## config.mk

```make
export PLATFORM = sky130hd
export DESIGN_NAME = serial_nibble_adder_flat
export DESIGN_NICKNAME = d
export VERILOG_FILES = /design/src/rtl/serial_nibble_adder_pkg.sv /design/src/rtl/serial_nibble_adder_if.sv /design/src/rtl/serial_nibble_adder_nibble_add_cin.sv /design/src/rtl/serial_nibble_adder.sv /design/src/flat_wrapper.sv
export SDC_FILE = /design/constraint.sdc
export NUM_CORES = 1
export LEC_CHECK = 0
export ABC_AREA = 1
export CORE_MARGIN = 4
export CORE_UTILIZATION = 43
export CTS_CLUSTER_DIAMETER = 30
export DETAILED_ROUTE_END_ITERATION = 10
export GPL_TIMING_DRIVEN = 0
export PLACE_DENSITY = 0.69
export REMOVE_ABC_BUFFERS = 1
export SYNTH_ARGS = -nofsm -noshare
export SYNTH_HDL_FRONTEND = slang
export SYNTH_HIERARCHICAL = 1
export SYNTH_SLANG_ARGS = --single-unit
```

## constraint.sdc

```tcl
create_clock -name clk -period 2.3 [get_ports clk]
set_input_delay 0.345 -clock clk [delete_from_list [all_inputs] [get_ports clk]]
set_output_delay 0.345 -clock clk [all_outputs]
set_load 0.02 [all_outputs]
```

## src/rtl/serial_nibble_adder_pkg.sv

```systemverilog
// ---------------------------------------------------------------------------
// sna_pkg
//   Shared definitions for the nibble-serial adder:
//     NIBBLE_W     width of one add step (the 4-bit ripple datapath)
//     sna_state_e  FSM state encoding (IDLE -> ADD -> DONE -> IDLE)
//     cnt_width()  width of the nibble counter, never below one bit
// ---------------------------------------------------------------------------
package sna_pkg;

  localparam int NIBBLE_W = 4;

  typedef enum logic [1:0] {
    ST_IDLE = 2'd0,
    ST_ADD  = 2'd1,
    ST_DONE = 2'd2
  } sna_state_e;

  // A single-nibble adder still needs a 1-bit counter so the state
  // vector stays a legal, non-zero width.
  function automatic int cnt_width(input int nibbles);
    return (nibbles > 1) ? $clog2(nibbles) : 1;
  endfunction

endpackage

```

## src/rtl/serial_nibble_adder_if.sv

```systemverilog
// ---------------------------------------------------------------------------
// serial_nibble_adder_if
//   Operand and result channels of the nibble-serial adder.
//
//   Handshake rule for both channels: a transfer happens on a rising clock
//   edge where valid and ready are both high. A source that raises valid
//   keeps valid and its data stable until that edge; ready may change
//   freely and never depends combinationally on valid.
//
//   Signals
//     in_valid   source -> adder   operands present
//     in_ready   adder  -> source  adder can accept operands
//     in_a/in_b  source -> adder   WIDTH-bit operands
//     out_valid  adder  -> sink    result present
//     out_ready  sink   -> adder   sink takes result
//     out_sum    adder  -> sink    (A+B) mod 2^WIDTH
//     out_cout   adder  -> sink    carry out of bit WIDTH-1
//
//   Modports
//     master  the operand source / result consumer side
//     slave   the adder itself
// ---------------------------------------------------------------------------
interface serial_nibble_adder_if #(
  parameter int WIDTH = 16
);

  logic             in_valid;
  logic             in_ready;
  logic [WIDTH-1:0] in_a;
  logic [WIDTH-1:0] in_b;
  logic             out_valid;
  logic             out_ready;
  logic [WIDTH-1:0] out_sum;
  logic             out_cout;

  modport master (
    output in_valid,
    output in_a,
    output in_b,
    output out_ready,
    input  in_ready,
    input  out_valid,
    input  out_sum,
    input  out_cout
  );

  modport slave (
    input  in_valid,
    input  in_a,
    input  in_b,
    input  out_ready,
    output in_ready,
    output out_valid,
    output out_sum,
    output out_cout
  );

endinterface

```

## src/rtl/serial_nibble_adder_nibble_add_cin.sv

```systemverilog
// ---------------------------------------------------------------------------
// nibble_add_cin
//   Purely combinational 4-bit adder with carry-in, built as a chain of
//   full-adder cells (bit 0 first). Used once per clock by the serial adder
//   to add the current operand nibbles plus the carry held from the
//   previous nibble.
//
//   Ports
//     a_i, b_i  in   NIBBLE_W  operand nibbles
//     cin_i     in   1         carry into bit 0
//     s_o       out  NIBBLE_W  sum nibble
//     cout_o    out  1         carry out of bit NIBBLE_W-1
// ---------------------------------------------------------------------------
module nibble_add_cin
  import sna_pkg::*;
(
  input  logic [NIBBLE_W-1:0] a_i,
  input  logic [NIBBLE_W-1:0] b_i,
  input  logic                cin_i,
  output logic [NIBBLE_W-1:0] s_o,
  output logic                cout_o
);

  // The ripple carry lives in a procedural variable so each loop iteration
  // is one full-adder cell feeding the next.
  always_comb begin
    logic c;
    logic p;
    s_o = '0;
    c   = cin_i;
    for (int i = 0; i < NIBBLE_W; i++) begin
      p      = a_i[i] ^ b_i[i];
      s_o[i] = p ^ c;
      c      = (a_i[i] & b_i[i]) | (c & p);
    end
    cout_o = c;
  end

endmodule

```

## src/rtl/serial_nibble_adder.sv

```systemverilog
// ---------------------------------------------------------------------------
// serial_nibble_adder
//   Nibble-serial adder. Accepts two WIDTH-bit operands, adds them one
//   nibble per clock (least significant first) through a single 4-bit
//   adder, carrying between cycles, and then presents the WIDTH-bit sum and
//   carry-out until the consumer takes them.
//
//   Timing (WIDTH=16): operands accepted in cycle 0, four ADD cycles, result
//   valid from cycle 5. One operation every NIBBLES+2 cycles at best; no
//   operands are accepted in the cycle a result is taken.
//
//   out_sum/out_cout are registers: they hold the last result through IDLE
//   and ADD and only change on the ADD -> DONE transition (or reset).
//   in_ready and out_valid are pure decodes of the state register, so there
//   is no combinational path from any input to any output.
//
//   Ports
//     clk          in   1        clock, all state on rising edge
//     rst          in   1        synchronous active-high reset
//     bus          slave         operand/result channels (see interface)
//     dbg_state_o  out  2        current FSM state, for observation
//
//   Parameters
//     WIDTH  operand/sum width; multiple of 4, at least 4
// ---------------------------------------------------------------------------
module serial_nibble_adder
  import sna_pkg::*;
#(
  parameter int WIDTH = 16
) (
  input  logic                       clk,
  input  logic                       rst,
  serial_nibble_adder_if.slave       bus,
  output sna_state_e                 dbg_state_o
);

  localparam int NIBBLES = WIDTH / NIBBLE_W;
  localparam int CNT_W   = cnt_width(NIBBLES);
  localparam logic [CNT_W-1:0] LAST_CNT = CNT_W'(NIBBLES - 1);

  // Elaboration-time guard on the operand width.
  if (((WIDTH % NIBBLE_W) != 0) || (WIDTH < NIBBLE_W)) begin : g_bad_width
    $error("serial_nibble_adder: WIDTH must be a multiple of 4 and >= 4");
  end

  // -------------------------------------------------------------------------
  // State
  // -------------------------------------------------------------------------
  sna_state_e       state_q, state_d;
  logic [CNT_W-1:0] cnt_q,   cnt_d;
  logic             carry_q, carry_d;
  logic [WIDTH-1:0] a_sh_q,  a_sh_d;
  logic [WIDTH-1:0] b_sh_q,  b_sh_d;
  logic [WIDTH-1:0] acc_q,   acc_d;
  logic [WIDTH-1:0] sum_q,   sum_d;
  logic             cout_q,  cout_d;

  // Decoded handshake outputs
  logic in_ready_c;
  logic out_valid_c;

  // -------------------------------------------------------------------------
  // Per-nibble datapath: current low nibbles plus held carry
  // -------------------------------------------------------------------------
  logic [NIBBLE_W-1:0] nib_s;
  logic                nib_c;
  logic [WIDTH-1:0]    acc_shift;

  nibble_add_cin u_nibble_add (
    .a_i    (a_sh_q[NIBBLE_W-1:0]),
    .b_i    (b_sh_q[NIBBLE_W-1:0]),
    .cin_i  (carry_q),
    .s_o    (nib_s),
    .cout_o (nib_c)
  );

  // New nibble enters at the top of the accumulator and earlier nibbles
  // move down; after NIBBLES steps the first nibble sits at bit 0. Written
  // as a shift of the concatenation so the same expression also covers
  // WIDTH=4, where the accumulator is just the new nibble.
  assign acc_shift = WIDTH'({nib_s, acc_q} >> NIBBLE_W);

  // -------------------------------------------------------------------------
  // Next-state and output decode
  // -------------------------------------------------------------------------
  always_comb begin
    state_d     = state_q;
    cnt_d       = cnt_q;
    carry_d     = carry_q;
    a_sh_d      = a_sh_q;
    b_sh_d      = b_sh_q;
    acc_d       = acc_q;
    sum_d       = sum_q;
    cout_d      = cout_q;
    in_ready_c  = 1'b0;
    out_valid_c = 1'b0;

    case (state_q)
      ST_IDLE: begin
        in_ready_c = 1'b1;
        if (bus.in_valid) begin
          a_sh_d  = bus.in_a;
          b_sh_d  = bus.in_b;
          acc_d   = '0;
          carry_d = 1'b0;
          cnt_d   = '0;
          state_d = ST_ADD;
        end
      end

      ST_ADD: begin
        carry_d = nib_c;
        acc_d   = acc_shift;
        a_sh_d  = a_sh_q >> NIBBLE_W;
        b_sh_d  = b_sh_q >> NIBBLE_W;
        cnt_d   = cnt_q + CNT_W'(1);
        // Last nibble: publish the assembled sum and the final carry.
        if (cnt_q == LAST_CNT) begin
          sum_d   = acc_shift;
          cout_d  = nib_c;
          cnt_d   = '0;
          state_d = ST_DONE;
        end
      end

      ST_DONE: begin
        out_valid_c = 1'b1;
        if (bus.out_ready) begin
          state_d = ST_IDLE;
        end
      end

      default: begin
        state_d = ST_IDLE;
      end
    endcase
  end

  // -------------------------------------------------------------------------
  // Registers
  // -------------------------------------------------------------------------
  always_ff @(posedge clk) begin
    if (rst) begin
      state_q <= ST_IDLE;
    end else begin
      state_q <= state_d;
    end
  end

  always_ff @(posedge clk) begin
    if (rst) begin
      cnt_q   <= '0;
      carry_q <= 1'b0;
      a_sh_q  <= '0;
      b_sh_q  <= '0;
      acc_q   <= '0;
      sum_q   <= '0;
      cout_q  <= 1'b0;
    end else begin
      cnt_q   <= cnt_d;
      carry_q <= carry_d;
      a_sh_q  <= a_sh_d;
      b_sh_q  <= b_sh_d;
      acc_q   <= acc_d;
      sum_q   <= sum_d;
      cout_q  <= cout_d;
    end
  end

  // -------------------------------------------------------------------------
  // Outputs
  // -------------------------------------------------------------------------
  assign bus.in_ready  = in_ready_c;
  assign bus.out_valid = out_valid_c;
  assign bus.out_sum   = sum_q;
  assign bus.out_cout  = cout_q;
  assign dbg_state_o   = state_q;

endmodule

```

## src/flat_wrapper.sv

```systemverilog
// flat-port wrapper written by rule: the top's interface ports become plain ports
module serial_nibble_adder_flat import sna_pkg::*;
#(
  parameter int WIDTH = 16
)
  (clk, rst, dbg_state_o, bus_in_valid, bus_in_a, bus_in_b, bus_out_ready, bus_in_ready, bus_out_valid, bus_out_sum, bus_out_cout);
  serial_nibble_adder_if #(.WIDTH(WIDTH)) bus_i ();
  input  logic clk;
  input  logic rst;
  output sna_state_e dbg_state_o;
  input wire logic [$bits(bus_i.in_valid)-1:0] bus_in_valid;
  input wire logic [$bits(bus_i.in_a)-1:0] bus_in_a;
  input wire logic [$bits(bus_i.in_b)-1:0] bus_in_b;
  input wire logic [$bits(bus_i.out_ready)-1:0] bus_out_ready;
  output wire logic [$bits(bus_i.in_ready)-1:0] bus_in_ready;
  output wire logic [$bits(bus_i.out_valid)-1:0] bus_out_valid;
  output wire logic [$bits(bus_i.out_sum)-1:0] bus_out_sum;
  output wire logic [$bits(bus_i.out_cout)-1:0] bus_out_cout;
  assign bus_i.in_valid = bus_in_valid;
  assign bus_i.in_a = bus_in_a;
  assign bus_i.in_b = bus_in_b;
  assign bus_i.out_ready = bus_out_ready;
  assign bus_in_ready = bus_i.in_ready;
  assign bus_out_valid = bus_i.out_valid;
  assign bus_out_sum = bus_i.out_sum;
  assign bus_out_cout = bus_i.out_cout;
  serial_nibble_adder #(.WIDTH(WIDTH)) u_core (.clk(clk), .rst(rst), .bus(bus_i), .dbg_state_o(dbg_state_o));
endmodule
```

==> flow_metrics.env, run 1 <==
export IMPL_status="finished, final reports clean"
export IMPL_hpwl_mm=3.999
export IMPL_rows=30
export IMPL_via_per_inst=4.313
export IMPL_htreeDepth=3
export IMPL_dr_first_iter_drc_count=107
export IMPL_clock_latency_ns=0.34
export IMPL_layout_cells_non_filler=635
export IMPL_n_antenna_cell=0
export IMPL_first_pass_iters=4
export IMPL_numPortBuffers=56
export IMPL_hold_path_depth=2
export IMPL_hold_class="flop to flop"
export IMPL_p_per_area_nw_per_um2=713.4
export IMPL_p_clk_frac=0.427
export IMPL_ir_drop_uv=341.9
export IMPL_synthDistinctLibCells=17
export IMPL_seqCellArea_um2=1324
export IMPL_seq_area_frac_synth=0.4255
export IMPL_drc=0
export IMPL_worstHoldStart="u_core/b_sh_q[13]$_SDFFE_PP0P_"
export IMPL_numCtsBuffers=9
export IMPL_finalClockSkew_ns=0.004465
export IMPL_rsz0062_at_grt="false"
export IMPL_tritoncts="yes"
export IMPL_cp_cell_sequence="clkdlybuf4s50_1"
export IMPL_drt_total_wl_mm=6.219
export IMPL_dp_cells=619
export IMPL_clock_sinks=66
export IMPL_hold_viol=0
export IMPL_cp_max_fo=30
export IMPL_cp_data_required_time_ns=1.96
export IMPL_grt_pass1_wl_mm=10.74
export IMPL_endpoint_kind="primary output"
export IMPL_synth_seq_cells=66
export IMPL_p_total_mw=2.829
export IMPL_fin_util=0.5741
export IMPL_clockBufferDepth=2
export IMPL_critPathSlowestCell="dfxtp_2"
export IMPL_drv_slew=0
export IMPL_final_setup_tns_ns=0
export IMPL_synth_top_area_frac=0.4255
export IMPL_grt_max_degree=42
export IMPL_yosys_top_cells_area="dfxtp_1 (43%), nand2_1 (22%), inv_1 (12%)"
export IMPL_power_share_combinational=0.132
export IMPL_cp_num_buf_inv=1
export IMPL_grt_usage=0.1541
export IMPL_num_nets_final=575
export IMPL_wl_per_cell_um=9.794
export IMPL_rr_startpoint="u_core/a_sh_q[0]$_SDFFE_PP0P_"
export IMPL_relSlewSlack=0.4700
export IMPL_drv_cap=0
export IMPL_power_leakage_nw=1.838
export IMPL_p_sw_mw=0.6836
export IMPL_final_period_utilization=0.9451
export IMPL_final_common_cell="nand2_1"
export IMPL_num_vias=2739
export IMPL_synth_top_cell_by_area="dfxtp_1"
export IMPL_start_kind="flop"
export IMPL_die_x_um=92.98
export IMPL_dpl_cell_area_um2=3686
export IMPL_arrival_ns=1.83
export IMPL_reg2reg_slack_ns=0.15
export IMPL_drive_above_1_share=0.06122
export IMPL_hold_slack_ns=0.4615
export IMPL_syn_area_per_cell_um2=6.351
export IMPL_ctsHoldBuffers=0
export IMPL_fill_cells=723
export IMPL_post_route_min_period_ns=2.174
export IMPL_yosys_warnings=6
export IMPL_start_util=0.4496
export IMPL_ant_nets=0
export IMPL_worstSetupPathType="flop to primary output"
export IMPL_path_delay_family="flip-flops"
export IMPL_fp_dieArea_um2=8645
export IMPL_clkTransAtPathRegs_ns=0.07
export IMPL_syn_area_um2=3105
export IMPL_worstHoldEndpoint="u_core/b_sh_q[13]$_SDFFE_PP0P_"
export IMPL_io_pins=57
export IMPL_overflow=0
export IMPL_swShare=0.2417
export IMPL_antenna_found_initial=0
export IMPL_tightest_slew_ns=0.7920
export IMPL_setup_viol=0
export IMPL_worst_slack_ns=0.1263
export IMPL_pre_cts_ws_ns=-0.6635
export IMPL_grt_pass1_vias=2567
export IMPL_core_um2=6907
export IMPL_multi_input_area_um2=1315
export IMPL_p_int_mw=2.145
export IMPL_seqPwrFrac=0.441
export IMPL_fmax_mhz=460.0
export IMPL_cts_root_buffer="clkbuf_8"
export IMPL_reg2reg_depth=10
export IMPL_syn2layout_area_growth_pct=27.68
export IMPL_crit_path_max_incr_delay_ns=0.75
export IMPL_final_cell_mix="nand2_1 (184), inv_1 (97), dfxtp_1 (64)"
export IMPL_gp_congestion=0.7683
export IMPL_r2r_end="u_core/acc_q[15]$_SDFFE_PP0P_"
export IMPL_stdcell_area_um2=3965
export IMPL_die_h_um=92.98
export IMPL_synthCells=489
## Yosys cell counts
| cell type | instances |
|---|---|
| nand2_1 | 184 |
| inv_1 | 100 |
| dfxtp_1 | 66 |
| a21oi_1 | 49 |
| nor2_1 | 48 |
| buf_2 | 14 |
| nand3_1 | 8 |
| clkbuf_1 | 6 |
| fa_1 | 4 |
| nand2_2 | 2 |
| nor2_2 | 2 |
| buf_1 | 1 |
| buf_4 | 1 |
| buf_6 | 1 |
| ha_1 | 1 |
| inv_2 | 1 |
| o21ai_4 | 1 |
## what timing repair did
item / CTS / global route
setup endpoints to repair: 21 / 19
gates resized for setup: 3 / 9
hold endpoints to repair: 0 / 0
buffers inserted: 0 / 0
pin swaps: 0 / 2
## layout make-up
| type | count | share of cell area |
|---|---|---|
| flip-flops and latches | 66 | 0.3339 |
| multi-input cells | 299 | 0.3317 |
| repair buffers | 57 | 0.1452 |
| inverters | 101 | 0.09561 |
| clock buffers | 11 | 0.03818 |
| well taps | 96 | 0.03029 |
| clock inverters | 5 | 0.02524 |
## logic make-up after synthesis
| family | share of synthesized area |
|---|---|
| AND/OR/NAND/NOR | 0.3014 |
| flip-flops | 0.4255 |
| AO/OA/AOI/OAI | 0.08421 |
| buffers and inverters | 0.1591 |
| adder cells (fa/ha/maj) | 0.02982 |
## worst max path at each step
stage	startpoint	endpoint	depth (start not counted)
after floorplan	u_core/dbg_state_o[0]$_SDFFE_PP0P_	u_core/bus.out_cout$_SDFFE_PP0P_	5
after global placement	u_core/dbg_state_o[0]$_SDFFE_PP0P_	u_core/bus.out_sum[11]$_SDFFE_PP0P_	5
after global routing	u_core/a_sh_q[0]$_SDFFE_PP0P_	u_core/acc_q[15]$_SDFFE_PP0P_	10
final	u_core/dbg_state_o[0]$_SDFFE_PP0P_	dbg_state_o[0]	1
after CTS	u_core/dbg_state_o[0]$_SDFFE_PP0P_	u_core/bus.out_sum[14]$_SDFFE_PP0P_	6
after detailed placement	u_core/dbg_state_o[0]$_SDFFE_PP0P_	u_core/bus.out_cout$_SDFFE_PP0P_	5
## state kept, by name, indices dropped and copies added (netlist names)
register / count
u_core/dbg_state_o: 2
u_core/bus.out_cout: 1
u_core/b_sh_q: 16
u_core/carry_q: 1
u_core/bus.out_sum: 16
u_core/a_sh_q: 16
u_core/acc_q: 12
u_core/cnt_q: 2
## routing by layer
metal  routed length, µm  global-route usage  share of wire
met3                 363             0.04586          0.058
met1                2852              0.1801           0.46
met2                2944              0.2651           0.47
met4                  59             0.05861         0.0095
met5                   0                   0              0
## power by group through the flow
stage | Sequential [mW] | Clock (mW) | Combinational (mW)
2_1_floorplan | 1.26 | 0 | 0.233
3_3_place_gp | 1.27 | 0 | 0.362
3_5_place_dp | 1.27 | 0 | 0.368
4_1_cts | 1.25 | 1.23 | 0.370
5_1_grt | 1.26 | 1.30 | 0.436
6_report | 1.25 | 1.21 | 0.373
No activity file was read; power rests on OpenSTA's default activity.
==> inputs of run 2 (changes only) <==
CORE_ASPECT_RATIO = 2   (was default)
==> flow_metrics.env, run 2 (synthesis gave the netlist of run 1 again) <==
export IMPL_cp_data_required_time_ns=1.96
export IMPL_grtUsageMet2=0.2782
export IMPL_start_kind="flop"
export IMPL_seqCellArea_um2=1323
export IMPL_fp_dieArea_um2=8728
export IMPL_ctsHoldBuffers=0
export IMPL_endpoint="bus_in_ready"
export IMPL_endpoint_kind="primary output"
export IMPL_drt_total_wl_mm=6.288
export IMPL_die_x_um=68.09
export IMPL_drv_slew=0
export IMPL_reg2reg_slack_ns=0.16
export IMPL_wl_per_cell_um=9.997
export IMPL_dr_first_iter_drc_count=124
export IMPL_relSlewSlack=0.3617
export IMPL_setup_viol=0
export IMPL_fmax_mhz=458.9
export IMPL_tritoncts="yes"
export IMPL_fill_cells=691
export IMPL_arrival_ns=1.83
export IMPL_cp_cell_sequence="nor2_4 > clkdlybuf4s50_1"
export IMPL_rsz0062_at_grt="false"
export IMPL_die_h_um=128.2
export IMPL_first_pass_iters=5
export IMPL_final_cell_mix="nand2_1 (184), inv_1 (100), dfxtp_1 (65)"
export IMPL_final_period_utilization=0.9475
export IMPL_drv_cap=0
export IMPL_numCtsBuffers=9
export IMPL_r2r_end="u_core/acc_q[15]$_SDFFE_PP0P_"
export IMPL_antenna_found_initial=0
export IMPL_ant_nets=0
export IMPL_worstSetupPathType="flop to primary output"
export IMPL_final_common_cell="nand2_1"
export IMPL_htreeDepth=3
export IMPL_p_per_area_nw_per_um2=772.6
export IMPL_ir_drop_uv=662.7
export IMPL_clkTransAtPathRegs_ns=0.05
export IMPL_cts_root_buffer="clkbuf_16"
export IMPL_rr_startpoint="u_core/a_sh_q[0]$_SDFFE_PP0P_"
export IMPL_stdcell_area_um2=4053
export IMPL_hold_class="flop to flop"
export IMPL_status="finished, final reports clean"
export IMPL_use_met3=0.04561
export IMPL_grt_pass1_vias=2519
export IMPL_top_usage_layer="met2"
export IMPL_clockBufferDepth=2
export IMPL_num_nets_final=575
export IMPL_core_um2=6994
export IMPL_cp_max_fo=30
export IMPL_crit_path_max_incr_delay_ns=0.67
export IMPL_start_util=0.4440
export IMPL_grt_use_met1=0.1692
export IMPL_power_leakage_nw=1.877
export IMPL_finalClockSkew_ns=0.005368
export IMPL_dpl_cell_area_um2=3686
export IMPL_hold_viol=0
export IMPL_dp_cells=613
export IMPL_drive_above_1_share=0.05380
export IMPL_reg2reg_depth=10
export IMPL_overflow=0
export IMPL_n_antenna_cell=0
export IMPL_critPathSlowestCell="clkdlybuf4s50_1"
export IMPL_rows=43
export IMPL_grt_max_degree=40
export IMPL_syn2layout_area_growth_pct=30.50
export IMPL_gp_congestion=0.7236
export IMPL_hpwl_mm=4.277
export IMPL_worstHoldStart="u_core/a_sh_q[14]$_SDFFE_PP0P_"
export IMPL_ctsResizeCount=3
export IMPL_post_cts_setup_buffers=0
export IMPL_drc=0
export IMPL_io_pins=57
export IMPL_tightest_slew_ns=0.9538
export IMPL_numPortBuffers=56
export IMPL_clock_latency_ns=0.32
export IMPL_multi_input_area_um2=1316
export IMPL_grt_usage=0.1592
export IMPL_startpoint="u_core/dbg_state_o[0]$_SDFFE_PP0P_"
export IMPL_grt_pass1_wl_mm=10.67
export IMPL_post_route_min_period_ns=2.179
export IMPL_layout_cells_non_filler=629
export IMPL_clock_sinks=66
export IMPL_num_vias=2790
export IMPL_via_per_inst=4.436
==> run 2: cell count changes in the layout (fill, tap and decap cells not counted), moves of 3 or more <==
cell	delta
clkbuf_16	+9
clkbuf_8	-8
inv_1	+3
inv_2	-3
==> run 2: cell type report <==
class,count,share of cell area
sequential,66,0.3263
timing repair buffer,57,0.1439
multi-input combinational,299,0.3248
clock buffer,12,0.06576
tap,90,0.02779
inverter,101,0.09355
clock inverter,4,0.01791
==> run 2: critical path: cells and delay by family (launching register included) <==
family	cells	cell delay, ns
buf+inv	1	0.67
flops	1	0.51
simple gates	1	0.32
==> run 2: worst min path at each step <==
stage | end | slack, ns | cells after the start
final | u_core/a_sh_q[14]$_SDFFE_PP0P_ | 0.46 | 2
after global routing | u_core/acc_q[7]$_SDFFE_PP0P_ | 0.47 | 2
after CTS | u_core/acc_q[7]$_SDFFE_PP0P_ | 0.46 | 2
after detailed placement | u_core/acc_q[7]$_SDFFE_PP0P_ | 0.45 | 2
after global placement | u_core/acc_q[7]$_SDFFE_PP0P_ | 0.45 | 2
after floorplan | u_core/a_sh_q[12]$_SDFFE_PP0P_ | 0.41 | 1
==> run 2: where the power goes <==
group / total [mW] / switching, mW / internal [mW]
sequential: 1.25 / 0.0415 / 1.21
combinational: 0.377 / 0.212 / 0.165
clock: 1.50 / 0.470 / 1.03
total: 3.13 / 0.724 / 2.41
==> run 2: per-layer routing <==
layer	vias to the layer above	part of all wire
li1	1502	-
met1	1226	0.40
met2	52	0.54
met3	10	0.041
met4	0	0.023
met5	-	0
==> run 2: through the flow <==
stage	setup TNS [ns]	hold WS (ns)	setup WS [ns]	power (mW)	utilization
2_1_floorplan	0	0.4141	0.1350	1.498	-
3_3_place_gp	-34.48	0.4491	-0.6705	1.630	0.5238
3_5_place_dp	-12.56	0.4529	-0.6243	1.647	0.5270
4_1_cts	0	0.4623	0.04061	3.165	0.5767
5_1_grt	0	0.4735	0.02242	3.275	0.5794
6_report	0	0.4609	0.1208	3.131	0.5794
==> inputs of run 3 (changes only) <==
CORE_UTILIZATION = 40   (was 43)
PLACE_DENSITY = 0.65   (was 0.69)
==> flow_metrics.env, run 3 (synthesis gave the netlist of run 1 again) <==
export IMPL_clkTransAtPathRegs_ns=0.05
export IMPL_fill_cells=788
export IMPL_ant_nets=0
export IMPL_final_common_cell="nand2_1"
export IMPL_grt_usage=0.1498
export IMPL_wl_per_cell_um=10.11
export IMPL_cp_data_required_time_ns=1.96
export IMPL_first_pass_iters=5
export IMPL_tightest_slew_ns=0.7641
export IMPL_post_route_min_period_ns=2.199
export IMPL_n_antenna_cell=0
export IMPL_num_vias=2751
export IMPL_status="finished, final reports clean"
export IMPL_endpoint_kind="primary output"
export IMPL_fmax_mhz=454.8
export IMPL_finalClockSkew_ns=0.004542
export IMPL_p_per_area_nw_per_um2=745.5
export IMPL_rr_startpoint="u_core/a_sh_q[0]$_SDFFE_PP0P_"
export IMPL_ctsHoldBuffers=0
export IMPL_clockBufferDepth=2
export IMPL_via_per_inst=4.346
export IMPL_multi_input_area_um2=1315
export IMPL_seqCellArea_um2=1324
export IMPL_hpwl_mm=4.400
export IMPL_r2r_end="u_core/bus.out_sum[15]$_SDFFE_PP0P_"
export IMPL_rows=45
export IMPL_start_util=0.4086
export IMPL_die_x_um=70.31
export IMPL_drt_total_wl_mm=6.397
export IMPL_drv_cap=0
export IMPL_clock_latency_ns=0.33
export IMPL_hold_viol=0
export IMPL_dr_first_iter_drc_count=201
export IMPL_relSlewSlack=0.4906
export IMPL_grt_max_degree=40
export IMPL_fp_dieArea_um2=9323
export IMPL_worstSetupPathType="flop to primary output"
export IMPL_antenna_found_initial=0
export IMPL_htreeDepth=3
export IMPL_numCtsBuffers=9
export IMPL_worst_slack_ns=0.1012
export IMPL_clock_sinks=66
export IMPL_p_sw_mw=0.7200
export IMPL_numPortBuffers=56
export IMPL_setup_viol=0
export IMPL_rsz0062_at_grt="false"
export IMPL_final_setup_tns_ns=0
export IMPL_grt_pass1_wl_mm=11.16
export IMPL_ir_drop_uv=530.7
export IMPL_grt_pass1_vias=2634
export IMPL_power_share_combinational=0.128
export IMPL_drv_slew=0
export IMPL_reg2reg_depth=12
export IMPL_dpl_cell_area_um2=3719
export IMPL_post_cts_setup_buffers=0
export IMPL_core_um2=7601
export IMPL_stdcell_area_um2=4051
export IMPL_tritoncts="yes"
export IMPL_final_cell_mix="nand2_1 (184), inv_1 (98), dfxtp_1 (64)"
export IMPL_overflow=0
export IMPL_p_clk_frac=0.458
export IMPL_power_leakage_nw=1.876
export IMPL_hold_slack_ns=0.4581
export IMPL_reg2reg_slack_ns=0.13
export IMPL_drc=0
export IMPL_io_pins=57
export IMPL_start_kind="flop"
export IMPL_num_nets_final=576
export IMPL_syn2layout_area_growth_pct=30.46
export IMPL_die_h_um=132.6
export IMPL_hold_class="flop to flop"
export IMPL_arrival_ns=1.85
export IMPL_swShare=0.2384
export IMPL_endpoint="bus_in_ready"
export IMPL_startpoint="u_core/dbg_state_o[0]$_SDFFE_PP0P_"
export IMPL_seqPwrFrac=0.414
export IMPL_final_period_utilization=0.9560
export IMPL_drive_above_1_share=0.05751
export IMPL_cts_root_buffer="clkbuf_16"
export IMPL_gp_congestion=0.7694
export IMPL_cp_max_fo=30
export IMPL_pre_cts_ws_ns=-0.6767
export IMPL_p_int_mw=2.300
export IMPL_fin_util=0.5330
==> run 3: cell types whose count changed in the layout (fill, tap and decap cells not counted) <==
| cell | delta |
|---|---|
| clkbuf_1 | +1 |
| inv_1 | -2 |
| buf_16 | +1 |
| dfxtp_1 | -1 |
| bufinv_16 | -1 |
| fa_1 | -1 |
| inv_2 | +2 |
| a21oi_2 | -1 |
| fa_2 | +1 |
| clkinvlp_4 | -1 |
| a21oi_1 | +1 |
| dfxtp_2 | +1 |
==> run 3: what timing repair did <==
item                                    4_1_cts  5_1_grt
gates resized for setup                       3        8
endpoints found under the setup margin       22       19
pin swaps                                     0        1
==> run 3: power groups by stage <==
stage,Clock (mW),Combinational (mW),Sequential [mW]
after CTS,1.42,0.386,1.25
final,1.38,0.387,1.25
after global placement,0,0.362,1.27
after detailed placement,0,0.384,1.27
after global routing,1.47,0.449,1.26
after floorplan,0,0.233,1.26
==> run 3: cell type report <==
| type | instances | area share |
|---|---|---|
| clock inverter | 2 | 0.008647 |
| timing repair buffer | 58 | 0.1507 |
| tap | 94 | 0.02903 |
| multi-input combinational | 299 | 0.3246 |
| inverter | 101 | 0.09358 |
| sequential | 66 | 0.3267 |
| clock buffer | 13 | 0.06671 |
==> run 3: worst min path at each step <==
| stage | from | end | slack, ns | depth (start not counted) |
|---|---|---|---|---|
| 6_report | u_core/b_sh_q[15]$_SDFFE_PP0P_ | u_core/b_sh_q[15]$_SDFFE_PP0P_ | 0.46 | 2 |
| 5_1_grt | u_core/b_sh_q[13]$_SDFFE_PP0P_ | u_core/b_sh_q[13]$_SDFFE_PP0P_ | 0.48 | 2 |
| 4_1_cts | u_core/acc_q[7]$_SDFFE_PP0P_ | u_core/acc_q[7]$_SDFFE_PP0P_ | 0.46 | 2 |
| 3_5_place_dp | u_core/acc_q[7]$_SDFFE_PP0P_ | u_core/acc_q[7]$_SDFFE_PP0P_ | 0.45 | 2 |
| 3_3_place_gp | u_core/b_sh_q[13]$_SDFFE_PP0P_ | u_core/b_sh_q[13]$_SDFFE_PP0P_ | 0.45 | 2 |
| 2_1_floorplan | rst | u_core/a_sh_q[12]$_SDFFE_PP0P_ | 0.41 | 1 |
==> run 3: routing by layer <==
| metal | vias to the layer above | part of all wire | GRT usage |
|---|---|---|---|
| met1 | 1196 | 0.39 | 0.1439 |
| met2 | 43 | 0.54 | 0.2782 |
| li1 | 1500 | - | - |
| met3 | 12 | 0.036 | 0.04411 |
| met5 | - | 0 | 0 |
| met4 | 0 | 0.028 | 0.07783 |
==> run 3: metrics by stage <==
| step | power, mW | std cells |
|---|---|---|
| after floorplan | 1.498 | 466 |
| after global routing | 3.177 | 633 |
| after global placement | 1.633 | 616 |
| final | 3.021 | 633 |
| after CTS | 3.055 | 633 |
| after detailed placement | 1.657 | 618 |
==> run 3: worst max-delay path, stage by stage (launching register included) <==
cell	delay [ns]
dfxtp_2	0.51
nor2_4	0.33
clkdlybuf4s50_1	0.67
